==> src/rtl/fcore_alu_issue_scheduler_if.sv <==
// Decoded-op input handshake and registered issue bundle between the decode stage,
// the issue scheduler and the RF/ALU.
interface fcore_alu_issue_scheduler_if #(
    parameter int OPCODE_WIDTH        = 8,
    parameter int REGISTER_ADDR_WIDTH = 8
);
    logic                           in_valid;
    logic                           in_ready;
    logic [OPCODE_WIDTH-1:0]        in_opcode;
    logic [REGISTER_ADDR_WIDTH-1:0] in_dest;
    logic [REGISTER_ADDR_WIDTH-1:0] in_src_a;
    logic [REGISTER_ADDR_WIDTH-1:0] in_src_b;
    logic                           in_uses_b;

    logic                           issue_valid;
    logic [OPCODE_WIDTH-1:0]        issue_opcode;
    logic [REGISTER_ADDR_WIDTH-1:0] issue_dest;
    logic [REGISTER_ADDR_WIDTH-1:0] issue_src_a;
    logic [REGISTER_ADDR_WIDTH-1:0] issue_src_b;

    modport slave (
        input  in_valid, in_opcode, in_dest, in_src_a, in_src_b, in_uses_b,
        output in_ready,
        output issue_valid, issue_opcode, issue_dest, issue_src_a, issue_src_b
    );

    modport master (
        output in_valid, in_opcode, in_dest, in_src_a, in_src_b, in_uses_b,
        input  in_ready,
        input  issue_valid, issue_opcode, issue_dest, issue_src_a, issue_src_b
    );
endinterface

==> src/rtl/fcore_alu_issue_scheduler.sv <==
// Issue-stage sequencer for the fCore FP ALU: RAW hazard stall, registered issue, flush/drain.
// Optional FCORE_SCHED_STATS_EN adds saturating stall/issue counters.
module fcore_alu_issue_scheduler #(
    parameter int OPCODE_WIDTH        = 8,
    parameter int REGISTER_ADDR_WIDTH = 8,
    parameter int PIPELINE_LENGTH     = 5
) (
    input  logic                            clock,
    input  logic                            reset,
    fcore_alu_issue_scheduler_if.slave      bus,
    input  logic                            flush,
    output logic                            busy,
    output logic                            drain_done,
    output logic [31:0]                     stall_count,
    output logic [31:0]                     issue_count
);
    localparam int L = PIPELINE_LENGTH;

    localparam logic [1:0] ST_IDLE  = 2'd0;
    localparam logic [1:0] ST_RUN   = 2'd1;
    localparam logic [1:0] ST_DRAIN = 2'd2;

    logic [1:0]                     state_reg, state_next;
    logic                           ready_en_reg;
    logic [L:0]                     slot_v_reg;
    logic [REGISTER_ADDR_WIDTH-1:0] slot_dest_reg [0:L];
    logic [L:0]                     match;
    logic                           hazard, ready, accept;

    logic                           issue_valid_reg;
    logic [OPCODE_WIDTH-1:0]        issue_opcode_reg;
    logic [REGISTER_ADDR_WIDTH-1:0] issue_dest_reg, issue_src_a_reg, issue_src_b_reg;
    logic                           drain_done_reg;

    genvar gi;
    generate
        for (gi = 0; gi <= L; gi++) begin : g_match
            assign match[gi] = slot_v_reg[gi] &&
                               ((slot_dest_reg[gi] == bus.in_src_a) ||
                                (bus.in_uses_b && (slot_dest_reg[gi] == bus.in_src_b)));
        end
    endgenerate

    assign hazard = |match;
    // Flush wins over a same-cycle op, so ready drops combinationally with it.
    assign ready  = ready_en_reg && (state_reg != ST_DRAIN) && !hazard && !flush;
    assign accept = bus.in_valid && ready;
    assign busy   = (|slot_v_reg) || issue_valid_reg;

    assign bus.in_ready     = ready;
    assign bus.issue_valid  = issue_valid_reg;
    assign bus.issue_opcode = issue_opcode_reg;
    assign bus.issue_dest   = issue_dest_reg;
    assign bus.issue_src_a  = issue_src_a_reg;
    assign bus.issue_src_b  = issue_src_b_reg;
    assign drain_done       = drain_done_reg;

    always_ff @(posedge clock or negedge reset) begin
        if (!reset) begin
            slot_v_reg       <= '0;
            slot_dest_reg[0] <= '0;
        end else begin
            slot_v_reg       <= {slot_v_reg[L-1:0], accept};
            slot_dest_reg[0] <= bus.in_dest;
        end
    end

    generate
        for (gi = 1; gi <= L; gi++) begin : g_slot
            always_ff @(posedge clock or negedge reset) begin
                if (!reset) slot_dest_reg[gi] <= '0;
                else        slot_dest_reg[gi] <= slot_dest_reg[gi-1];
            end
        end
    endgenerate

    always_comb begin
        state_next = state_reg;
        case (state_reg)
            ST_IDLE:  if (flush) state_next = ST_DRAIN;
                      else if (accept) state_next = ST_RUN;
            ST_RUN:   if (flush) state_next = ST_DRAIN;
                      else if (!busy && !accept) state_next = ST_IDLE;
            ST_DRAIN: if (!busy) state_next = ST_IDLE;
            default:  state_next = ST_IDLE;
        endcase
    end

    always_ff @(posedge clock or negedge reset) begin
        if (!reset) begin
            state_reg        <= ST_IDLE;
            ready_en_reg     <= 1'b0;
            drain_done_reg   <= 1'b0;
            issue_valid_reg  <= 1'b0;
            issue_opcode_reg <= '0;
            issue_dest_reg   <= '0;
            issue_src_a_reg  <= '0;
            issue_src_b_reg  <= '0;
        end else begin
            state_reg       <= state_next;
            ready_en_reg    <= 1'b1;
            drain_done_reg  <= (state_reg == ST_DRAIN) && !busy;
            issue_valid_reg <= accept;
            if (accept) begin
                issue_opcode_reg <= bus.in_opcode;
                issue_dest_reg   <= bus.in_dest;
                issue_src_a_reg  <= bus.in_src_a;
                issue_src_b_reg  <= bus.in_src_b;
            end
        end
    end

`ifdef FCORE_SCHED_STATS_EN
    logic [31:0] stall_count_reg, issue_count_reg;

    always_ff @(posedge clock or negedge reset) begin
        if (!reset) begin
            stall_count_reg <= '0;
            issue_count_reg <= '0;
        end else begin
            if (bus.in_valid && !ready && (state_reg != ST_DRAIN) && (stall_count_reg != 32'hFFFF_FFFF))
                stall_count_reg <= stall_count_reg + 32'd1;
            if (issue_valid_reg && (issue_count_reg != 32'hFFFF_FFFF))
                issue_count_reg <= issue_count_reg + 32'd1;
        end
    end

    assign stall_count = stall_count_reg;
    assign issue_count = issue_count_reg;
`else
    assign stall_count = '0;
    assign issue_count = '0;
`endif
endmodule

==> src/flat_wrapper.sv <==
// flat-port wrapper written by rule: the top's interface ports become plain ports
module fcore_alu_issue_scheduler_flat 
#(
    parameter int OPCODE_WIDTH        = 8,
    parameter int REGISTER_ADDR_WIDTH = 8,
    parameter int PIPELINE_LENGTH     = 5
)
  (clock, reset, flush, busy, drain_done, stall_count, issue_count, bus_in_valid, bus_in_opcode, bus_in_dest, bus_in_src_a, bus_in_src_b, bus_in_uses_b, bus_in_ready, bus_issue_valid, bus_issue_opcode, bus_issue_dest, bus_issue_src_a, bus_issue_src_b);
  fcore_alu_issue_scheduler_if #(.OPCODE_WIDTH(OPCODE_WIDTH), .REGISTER_ADDR_WIDTH(REGISTER_ADDR_WIDTH)) bus_i ();
  input  logic clock;
  input  logic reset;
  input  logic flush;
  output logic busy;
  output logic drain_done;
  output logic [31:0] stall_count;
  output logic [31:0] issue_count;
  input wire logic [$bits(bus_i.in_valid)-1:0] bus_in_valid;
  input wire logic [$bits(bus_i.in_opcode)-1:0] bus_in_opcode;
  input wire logic [$bits(bus_i.in_dest)-1:0] bus_in_dest;
  input wire logic [$bits(bus_i.in_src_a)-1:0] bus_in_src_a;
  input wire logic [$bits(bus_i.in_src_b)-1:0] bus_in_src_b;
  input wire logic [$bits(bus_i.in_uses_b)-1:0] bus_in_uses_b;
  output wire logic [$bits(bus_i.in_ready)-1:0] bus_in_ready;
  output wire logic [$bits(bus_i.issue_valid)-1:0] bus_issue_valid;
  output wire logic [$bits(bus_i.issue_opcode)-1:0] bus_issue_opcode;
  output wire logic [$bits(bus_i.issue_dest)-1:0] bus_issue_dest;
  output wire logic [$bits(bus_i.issue_src_a)-1:0] bus_issue_src_a;
  output wire logic [$bits(bus_i.issue_src_b)-1:0] bus_issue_src_b;
  assign bus_i.in_valid = bus_in_valid;
  assign bus_i.in_opcode = bus_in_opcode;
  assign bus_i.in_dest = bus_in_dest;
  assign bus_i.in_src_a = bus_in_src_a;
  assign bus_i.in_src_b = bus_in_src_b;
  assign bus_i.in_uses_b = bus_in_uses_b;
  assign bus_in_ready = bus_i.in_ready;
  assign bus_issue_valid = bus_i.issue_valid;
  assign bus_issue_opcode = bus_i.issue_opcode;
  assign bus_issue_dest = bus_i.issue_dest;
  assign bus_issue_src_a = bus_i.issue_src_a;
  assign bus_issue_src_b = bus_i.issue_src_b;
  fcore_alu_issue_scheduler #(.OPCODE_WIDTH(OPCODE_WIDTH), .REGISTER_ADDR_WIDTH(REGISTER_ADDR_WIDTH), .PIPELINE_LENGTH(PIPELINE_LENGTH)) u_core (.clock(clock), .reset(reset), .bus(bus_i), .flush(flush), .busy(busy), .drain_done(drain_done), .stall_count(stall_count), .issue_count(issue_count));
endmodule
==> config.mk <==
export PLATFORM = sky130hd
export DESIGN_NAME = fcore_alu_issue_scheduler_flat
export DESIGN_NICKNAME = d
export VERILOG_FILES = /design/src/rtl/fcore_alu_issue_scheduler_if.sv /design/src/rtl/fcore_alu_issue_scheduler.sv /design/src/flat_wrapper.sv
export SDC_FILE = /design/constraint.sdc
export NUM_CORES = 1
export LEC_CHECK = 0
export BUFFER_PORTS_ARGS = -buffer_cell sky130_fd_sc_hd__buf_2
export CAP_MARGIN = 10
export CORE_AREA = 2 2 102 143
export DETAILED_ROUTE_END_ITERATION = 8
export DIE_AREA = 0 0 104 145
export HOLD_SLACK_MARGIN = 0.15
export SYNTH_ARGS = -nofsm -noshare
export SYNTH_HDL_FRONTEND = slang
export SYNTH_SLANG_ARGS = --single-unit
==> constraint.sdc <==
create_clock -name clock -period 2.05 [get_ports clock]
set_clock_uncertainty 0.05 [all_clocks]
set_input_delay 0.1025 -clock clock [delete_from_list [all_inputs] [get_ports clock]]
set_output_delay 0.1025 -clock clock [all_outputs]
set_load 0.03 [all_outputs]
## After elaboration in Yosys (flattened, before gate mapping)

Index checks and enable logic that the tools add are counted.

| storage, ports and cells | value |
|---|---|
| bits in registers | 91 |
| input port bits | 37 |
| output and inout bits | 100 |
| word-level logic and storage cells | 72 |

| cells by class | value |
|---|---|
| equal/unequal tests | 18 |
| mux-type cells | 6 |
| reduce and logical (&&, ||, !) cells | 33 |

Operators by type and width:

| kind | count |
|---|---|
| 8-bit equality test | 12 |
| 1-bit logical AND | 18 |
| 6-bit OR reduction | 2 |
| 2-bit 2-to-1 mux | 5 |
| 1-bit logical OR | 7 |
| 3-bit by 2-bit inequality test with 1-bit output, second input constant | 2 |
| 2-bit one-hot mux with 3 select lines | 1 |
| 1-bit logical NOT | 4 |
| 2-bit inequality test, second input constant | 2 |
| 3-bit AND reduction | 1 |
| 2-bit by 1-bit equality test with 1-bit output, second input constant | 1 |
| 2-bit equality test, second input constant | 1 |
| 2-bit logical NOT | 1 |

## Depth between registers and ports, before layout

Gate-level depths: netlist of run 1.

| logic depth | value |
|---|---|
| depth after elaboration | 14 |
| mapped depth | 9 |
| depth with buffers taken out | 7 |

## Worst setup path before layout of run 1

No wires, ideal clock.

| timing path | value |
|---|---|
| kind | reg2reg |
| start point | register u_core.slot_v_reg[0] |
| end point | register u_core.issue_dest_reg[6] (netlist: u_core.bus.issue_dest[6]) |
| setup time | 0.125 ns |
| arrival | 2.106 ns |
| data required time | 1.875 ns |
| slack | -0.231 ns |
| cell stages (with the launch flop) | 9 |
| buffers on the path | 1 |
| clock period less this slack | 2.281 ns |
| path through | dfrtp_1 nand2_1 a2111oi_0 nand4_1 nand4_2 nor4_4 nand2_4 buf_6 mux2_4 |

| on the way | value |
|---|---|
| cells in the longest elaborated chain, start to end | 6 |

RTL lines:

| element | line | text |
|---|---|---|
| start: declaration | fcore_alu_issue_scheduler.sv:25 | `logic [L:0] slot_v_reg;` |
| start signal: assignment | fcore_alu_issue_scheduler.sv:63 | `slot_v_reg <= {slot_v_reg[L-1:0], accept};` |
| 1-bit logical AND | fcore_alu_issue_scheduler.sv:38 | `assign match[gi] = slot_v_reg[gi] &&` |
| 6-bit OR reduction | fcore_alu_issue_scheduler.sv:44 | `assign hazard = \|match;` |
| 1-bit logical NOT | fcore_alu_issue_scheduler.sv:46 | `assign ready = ready_en_reg && (state_reg != ST_DRAIN) && !hazard && !flush;` |
| 1-bit logical AND (2 in series) | fcore_alu_issue_scheduler.sv:46 |  |
| net bus_in_ready | flat_wrapper.sv:23 | `output wire logic [$bits(bus_i.in_ready)-1:0] bus_in_ready;` |
| 1-bit logical AND | fcore_alu_issue_scheduler.sv:47 | `assign accept = bus.in_valid && ready;` |
| end signal: assignment | fcore_alu_issue_scheduler.sv:106 | `issue_dest_reg <= bus.in_dest;` |
| end: declaration | fcore_alu_issue_scheduler.sv:32 | `logic [REGISTER_ADDR_WIDTH-1:0] issue_dest_reg, issue_src_a_reg, issue_src_b_reg;` |

The timed path passes the listed nets, and every way through them passes these cells.
A chain may end at the register's enable or synchronous reset.

## Worst setup path after layout of run 1

| timing path | value |
|---|---|
| start point | register u_core.slot_dest_reg[12] (netlist name) |
| end point | register u_core.issue_dest_reg[4] (netlist: u_core.bus.issue_dest[4]) |

| on the way | value |
|---|---|
| cells in the longest elaborated chain, start to end | 9 |
| elaborated cells between the ends (all ways) | 10 |
| classes of those cells | eq/ne: 2; reduce/logical: 8 |

RTL lines:

| element | line | text |
|---|---|---|
| start: declaration | fcore_alu_issue_scheduler.sv:26 | `logic [REGISTER_ADDR_WIDTH-1:0] slot_dest_reg [0:L];` |
| start signal: indexed assignment | fcore_alu_issue_scheduler.sv:72 | `else slot_dest_reg[gi] <= slot_dest_reg[gi-1];` |
| 8-bit equality test | fcore_alu_issue_scheduler.sv:40 | `(bus.in_uses_b && (slot_dest_reg[gi] == bus.in_src_b)));` |
| 1-bit logical AND | fcore_alu_issue_scheduler.sv:40 |  |
| 1-bit logical OR * | fcore_alu_issue_scheduler.sv:39 | `((slot_dest_reg[gi] == bus.in_src_a) \|\|` |
| 1-bit logical AND * | fcore_alu_issue_scheduler.sv:38 |  |
| 6-bit OR reduction * | fcore_alu_issue_scheduler.sv:44 |  |
| 1-bit logical NOT * | fcore_alu_issue_scheduler.sv:46 |  |
| 1-bit logical AND * (2 in series) | fcore_alu_issue_scheduler.sv:46 |  |
| 1-bit logical AND * | fcore_alu_issue_scheduler.sv:47 |  |

Mark *: on every way between the ends. The rest lies on a longest branch, timed or not.

==> reports/summary.txt, run 1 <==
Synthesized area: 0.004577 sq mm
Die ar.: 0.01508 sq mm
Clock tree buffer depth: 2
Final worst path period share: 105.5%
First-pass GRT wire length: 15.78 mm
Drt first pass iters: 4
Final setup vio count: 34
Crit path kind: flip-flop to flip-flop
Synth warn: 0
Clock Sinks: 90
Net Sw Power: 2.011 mW
Pwr per Cell Area: 1024 mW/mm^2
Top delay family on crit path: simple AND/OR/NAND/NOR gates
Post-synthesis register bit count: 90
Largest net degree at the start of global routing: 50
Vias in the first global route: 2968
Syn_area_per_cell: 12.51 sq um
CTS Buf Count: 9
Post-route ant nets: 0
RSZ-0062 raised after global routing: yes
CP arrival: 2340 ps
Vias per cell: 4.178
Fmax: 462.4 MHz
Root Driver: clkbuf_16
Worst hold-check path type: input pin to flip-flop
Total of max-cap violations: 0
Violated checks: setup timing
Maximum vdd drop: 624.3 uV
Static leakage: 2.726 nW
Critical Path Max Stage Delay: 410 ps
Finished Layout Cells: 667
Post-CTS Setup Repair Bufs: 0
Number of port buffers: 72
Max transition margin: 56.60%
Die span in x: 104 microns
Fin nets: 514
Via count: 2787
Core area: 0.01378 sq mm
Power Internal: 3.683 mW
Final WL: 9.730 mm
Period minus WS final: 2163 ps
Row cnt: 51
Avg WL per Cell: 14.59 microns
Critical path launch point type: flip-flop
Core Util, Final: 40.36%
Logic pwr share: 31.6%
Crit path buf inv count: 1
CP endpoint kind: flip-flop
Status: finished, violations left
CTS tree: done
Worst endpoint required time: 2230 ps
Share of cells above drive strength 1: 31.54%
Sw frac: 35.32%
Worst setup margin: -112.7 ps
GRT Total Usage: 13.57%
CP Cell Sequence: xor2_1, nor4_2, nand4_1, o22ai_2, nor4_4, nand2_4, buf_12, mux2_2
Final Hold Fails: 0
Die Height: 145 microns
Largest register FFs: 48
Sequential element share of the synthesized area: 49.21%
H-tree lvl count: 3
Residual DRC count: 0
Post-DP HPWL: 7.280 mm
Netlist cell types: 28
GRT overflow: 0
Area grow syn2layout: 21.54%
DR iter-0 viols: 55
Initial Util: 33.21%
Reg clk slew, reported paths: 70 ps
GPL Wtd Cong: 0.8620
Critical-path top delay cell: dfrtp_1
Syn Inst Count: 366
Placed insts: 625
Worst-path fanout max: 15
Pre-CTS setup slack: -179.6 ps
Top-Level Pins: 137
Clk_lat worst skew: 340 ps
Clock share of power: 28.1%
Worst-Margin Slew: 651.0 ps
Initial antenna violation count: 0
Final Max Slew Viols: 0
Sequential Power Share: 40.3%
Ant. Diodes: 0
==> per-layer routing <==
layer,up-vias,track usage (%),part of all wire [%],routed length [microns]
met5,-,0,0,0
met4,0,5.676,1.5,150
met3,9,2.381,4.4,432
met2,101,24.05,53,5173
met1,1382,16.06,41,3974
li1,1295,-,-,-
==> Yosys cell counts <==
cell        n  area, sq um
inv_1       6        22.52
nand4_2     1        12.51
buf_6       4        45.04
a21oi_1     1        5.000
a211oi_1    1        7.510
nand2_4     1        11.26
xnor2_1    17        148.9
nor2_1      3        11.26
conb_1      2        7.510
a21o_1      1        7.510
nand2_1     3        11.26
nor4_4      1        21.27
nor3_1     10        50.05
and3_1      3        18.77
nand2b_1    1        6.260
mux2_4     28        420.4
nand4_1    10        62.56
nor2b_1     2        12.51
nor4_1     12        75.07
a2111oi_0   1        8.760
mux2_2      4        45.04
xor2_1     76        665.6
a222oi_1    1        10.01
dfrtp_1    90         2252
buf_4      79        593.1
nand3_1     6        30.03
and3b_1     1        8.760
o22ai_1     1        6.260
==> power groups by stage <==
stage | clock, mW | sequential, mW | combinational (mW)
final | 1.60 | 2.29 | 1.80
after CTS | 1.65 | 2.30 | 1.82
after detailed placement | 0 | 2.32 | 1.76
after global routing | 1.72 | 2.34 | 1.89
after global placement | 0 | 2.31 | 1.74
after floorplan | 0 | 2.82 | 0.863
==> cell usage in the layout, fill, tap and decap left out, types with 4 or more instances in the layout <==
cell,instances
buf_2,70
buf_4,19
clkbuf_16,9
conb_1,65
dfrtp_1,89
dlygate4sd3_1,26
inv_1,6
mux2_2,4
mux2_4,28
nand3_1,5
nand4_1,10
nor3_1,10
nor4_1,8
nor4_2,4
xnor2_1,17
xor2_1,76
==> what timing repair did <==
item / CTS / global route
gates resized for setup: 9 / 1
hold endpoints to repair: 80 / 0
setup endpoints to repair: 35 / 35
pin swaps: 5 / 2
hold buffers: 26 / 0
==> kinds of logic (layout without fill, tap and decap cells) <==
group | count (synthesis) | in the layout | synth area share (%)
AO/OA/AOI/OAI | 6 | 6 | 0.9843
XOR/XNOR | 93 | 93 | 17.80
buffers and inverters | 89 | 142 | 14.43
flip-flops | 90 | 90 | 49.21
multiplexers | 32 | 32 | 10.17
other | 2 | 65 | 0.1641
AND/OR/NAND/NOR | 54 | 54 | 7.244
==> metrics by stage <==
step                      hold slack [ps]  cell area, sq um  power (mW)  TNS, ps
after floorplan                    -243.1              4827       3.683    -5148
after global placement              116.9              4966       4.051    -3204
after detailed placement            125.1              4966       4.087    -4857
after CTS                           156.2              5557       5.760    -2937
after global routing                167.5              5563       5.957    -6088
final                               161.4              5563       5.694    -2335
==> worst reg2reg max path: stages, from the launching register on <==
cell and delay [ps]:
dfrtp_1 410, xor2_1 160, nor4_2 340, nand4_1 150
o22ai_2 210, nor4_4 70, nand2_4 120, buf_12 180
mux2_2 350
==> layout make-up <==
| class | count | area (sq um) |
|---|---|---|
| Sequential cell | 90 | 2253 |
| Fill cell | 1347 | 8220 |
| Multi-Input combinational cell | 250 | 1938 |
| Clock buffer | 11 | 252.7 |
| Inverter | 6 | 22.52 |
| Timing Repair Buffer | 120 | 827.0 |
| Clock inverter | 5 | 37.54 |
| Tap cell | 185 | 231.5 |
==> final timing paths <==
check	slack (ps)	from	cells past startpoint	to
max	-110	u_core.slot_dest_reg[12]	8	u_core.bus.issue_dest[4]
min	160	bus_in_src_a[4]	2	u_core.bus.issue_src_a[4]
max reg2reg	-110	u_core.slot_dest_reg[12]	8	u_core.bus.issue_dest[4]
min reg2reg	380	u_core.slot_dest_reg[38]	0	u_core.slot_dest_reg[30]
max in group asynchronous	1060	reset	3	u_core.slot_v_reg[0]
min in group asynchronous	280	reset	2	u_core.bus.issue_src_b[6]
Power figures use the tool's default switching activity.
==> run 2, diff against run 1 <==
- RECOVER_POWER: unset -> 100
==> reports/summary.txt, run 2 (same netlist as run 1, synthesis figures left out) <==
GPL Wtd Cong: 0.8620 (unchanged)
First-pass GRT wire length: 15.78 mm (unchanged)
Drt first pass iters: 4 (unchanged)
Die ar.: 0.01508 sq mm (unchanged)
Die span in x: 104 microns (unchanged)
GRT Total Usage: 13.57% (unchanged)
Die Height: 145 microns (unchanged)
Core Util, Final: 39.71% (-0.65 points)
Final setup vio count: 34 (unchanged)
Worst endpoint required time: 2230 ps (about the same)
Vias in the first global route: 2968 (unchanged)
Total of max-cap violations: 0 (unchanged)
Static leakage: 2.575 nW (-5.5%)
Via count: 2788 (+0.036%)
Share of cells above drive strength 1: 21.58% (-10 points)
Pwr per Cell Area: 1026 mW/mm^2 (+0.28%)
CP arrival: 2330 ps (about the same)
Commonest non-fill, non-tap cell in the layout: dfrtp_1
Worst-path fanout max: 15 (unchanged)
Status: finished, violations left
Global Route met2 Usage: 24.05% (unchanged)
Ant. Diodes: 0 (unchanged)
Avg WL per Cell: 14.63 microns (+0.31%)
Critical path launch point type: flip-flop
RSZ-0062 raised after global routing: yes
Post-CTS Setup Repair Bufs: 0 (unchanged)
Initial Util: 33.21% (unchanged)
Vias per cell: 4.180 (about the same)
Final Max Slew Viols: 0 (unchanged)
Final Power: 5.618 mW (-1.3%)
Residual DRC count: 0 (unchanged)
Worst hold-check path type: input pin to flip-flop
Fmax: 463.8 MHz (+0.31%)
Final WL: 9.760 mm (+0.31%)
Worst-Margin Slew: 1224 ps (+573.2 ps)
CTS tree: done
DR iter-0 viols: 50 (-9.1%)
Worst setup margin: -105.9 ps (+6.764 ps)
Period minus WS final: 2156 ps (-6.764 ps)
CTS Buf Count: 9 (unchanged)
Commonest cells after routing, fill and taps aside: dfrtp_1 (89), xor2_1 (76), conb_1 (65)
Crit path kind: flip-flop to flip-flop
Number of port buffers: 72 (unchanged)
Grt met3 use: 2.381% (unchanged)
Row cnt: 51 (unchanged)
Area grow syn2layout: 19.57%
Post-route ant nets: 0 (unchanged)
Largest net degree at the start of global routing: 50 (unchanged)
Met1 capacity usage during global routing: 16.06% (unchanged)
H-tree lvl count: 3 (unchanged)
Final worst path period share: 105.2% (-0.33 points)
CP endpoint kind: flip-flop
GRT overflow: 0 (unchanged)
Final Hold Fails: 0 (unchanged)
Clk_lat worst skew: 350 ps (about the same)
Fin nets: 514 (unchanged)
Violated checks: setup timing
Maximum vdd drop: 611.8 uV (-2.0%)
Post-DP HPWL: 7.280 mm (unchanged)
Max transition margin: 18.39% (-38 points)
Initial antenna violation count: 0 (unchanged)
Reg clk slew, reported paths: 70 ps (about the same)
Largest register FFs: 48 (unchanged)
Top-Level Pins: 137 (unchanged)
Core area: 0.01378 sq mm (unchanged)
Clock Sinks: 90 (unchanged)
Clock tree buffer depth: 2 (unchanged)
Grt peak-use layer: met2
Root Driver: clkbuf_16
run 2: cell types whose count changed in the layout (fill, tap and decap cells not counted):
cell      change
clkbuf_2      +1
clkbuf_1     +48
buf_12        -1
buf_4         -8
buf_2        -42
clkbuf_4      +2
run 2: per-stage QoR:
step                      TNS (ps)  cells  setup WS [ps]  instance area (sq um)  hold WS, ps
after CTS                    -2937    667         -111.8                   5557        156.2
after global placement       -3204    625         -119.1                   4966        116.9
after floorplan              -5148    429         -182.5                   4827       -243.1
after global routing         -6088    667         -210.5                   5473        167.5
after detailed placement     -4857    625         -179.6                   4966        125.1
final                        -2306    667         -105.9                   5473        157.2
run 2: what timing repair did:
action                     in CTS  in global routing
setup endpoints to repair      35                 35
resized for setup               9                  1
hold buffers                   26                  0
pin swaps                       5                  2
hold endpoints to repair       80                  0
run 2: area by class of cell:
| class | instances | area, sq um |
|---|---|---|
| Fill cell | 1369 | 8310 |
| Sequential cell | 90 | 2253 |
| Multi-Input combinational cell | 250 | 1938 |
| Timing Repair Buffer | 120 | 737.0 |
| Clock buffer | 11 | 252.7 |
| Tap cell | 185 | 231.5 |
| Clock inverter | 5 | 37.54 |
| Inverter | 6 | 22.52 |
run 2: layer usage:
metal	vias to the layer above	routed length (microns)
li1	1295	-
met1	1382	3995
met2	100	5174
met3	11	420
met4	0	169
met5	-	0
run 2: path summary, 6_finish.rpt:
| path | endpoint | slack (ps) | cells past startpoint | from |
|---|---|---|---|---|
| worst max-delay path | u_core.bus.issue_dest[4] | -110 | 8 | u_core.slot_dest_reg[12] |
| worst min-delay path | u_core.bus.issue_src_a[4] | 160 | 2 | bus_in_src_a[4] |
| worst max register to register | u_core.bus.issue_dest[4] | -110 | 8 | u_core.slot_dest_reg[12] |
| worst min register to register | u_core.slot_dest_reg[30] | 380 | 0 | u_core.slot_dest_reg[38] |
| max in group asynchronous | u_core.slot_dest_reg[44] | 350 | 3 | reset |
| min in group asynchronous | u_core.bus.issue_src_b[6] | 510 | 2 | reset |
run 2: worst max-delay path, stage by stage (launching register included):
cell     delay, ps
dfrtp_1        410
xor2_1         160
nor4_2         330
nand4_1        150
o22ai_2        210
nor4_4          70
nand2_4        120
buf_12         180
mux2_2         350
run 2: report_power, final:
group / internal, mW / switching [mW] / total, mW
clock network: 0.892 / 0.706 / 1.60
registers: 2.09 / 0.208 / 2.30
logic: 0.613 / 1.10 / 1.72
total: 3.60 / 2.02 / 5.62
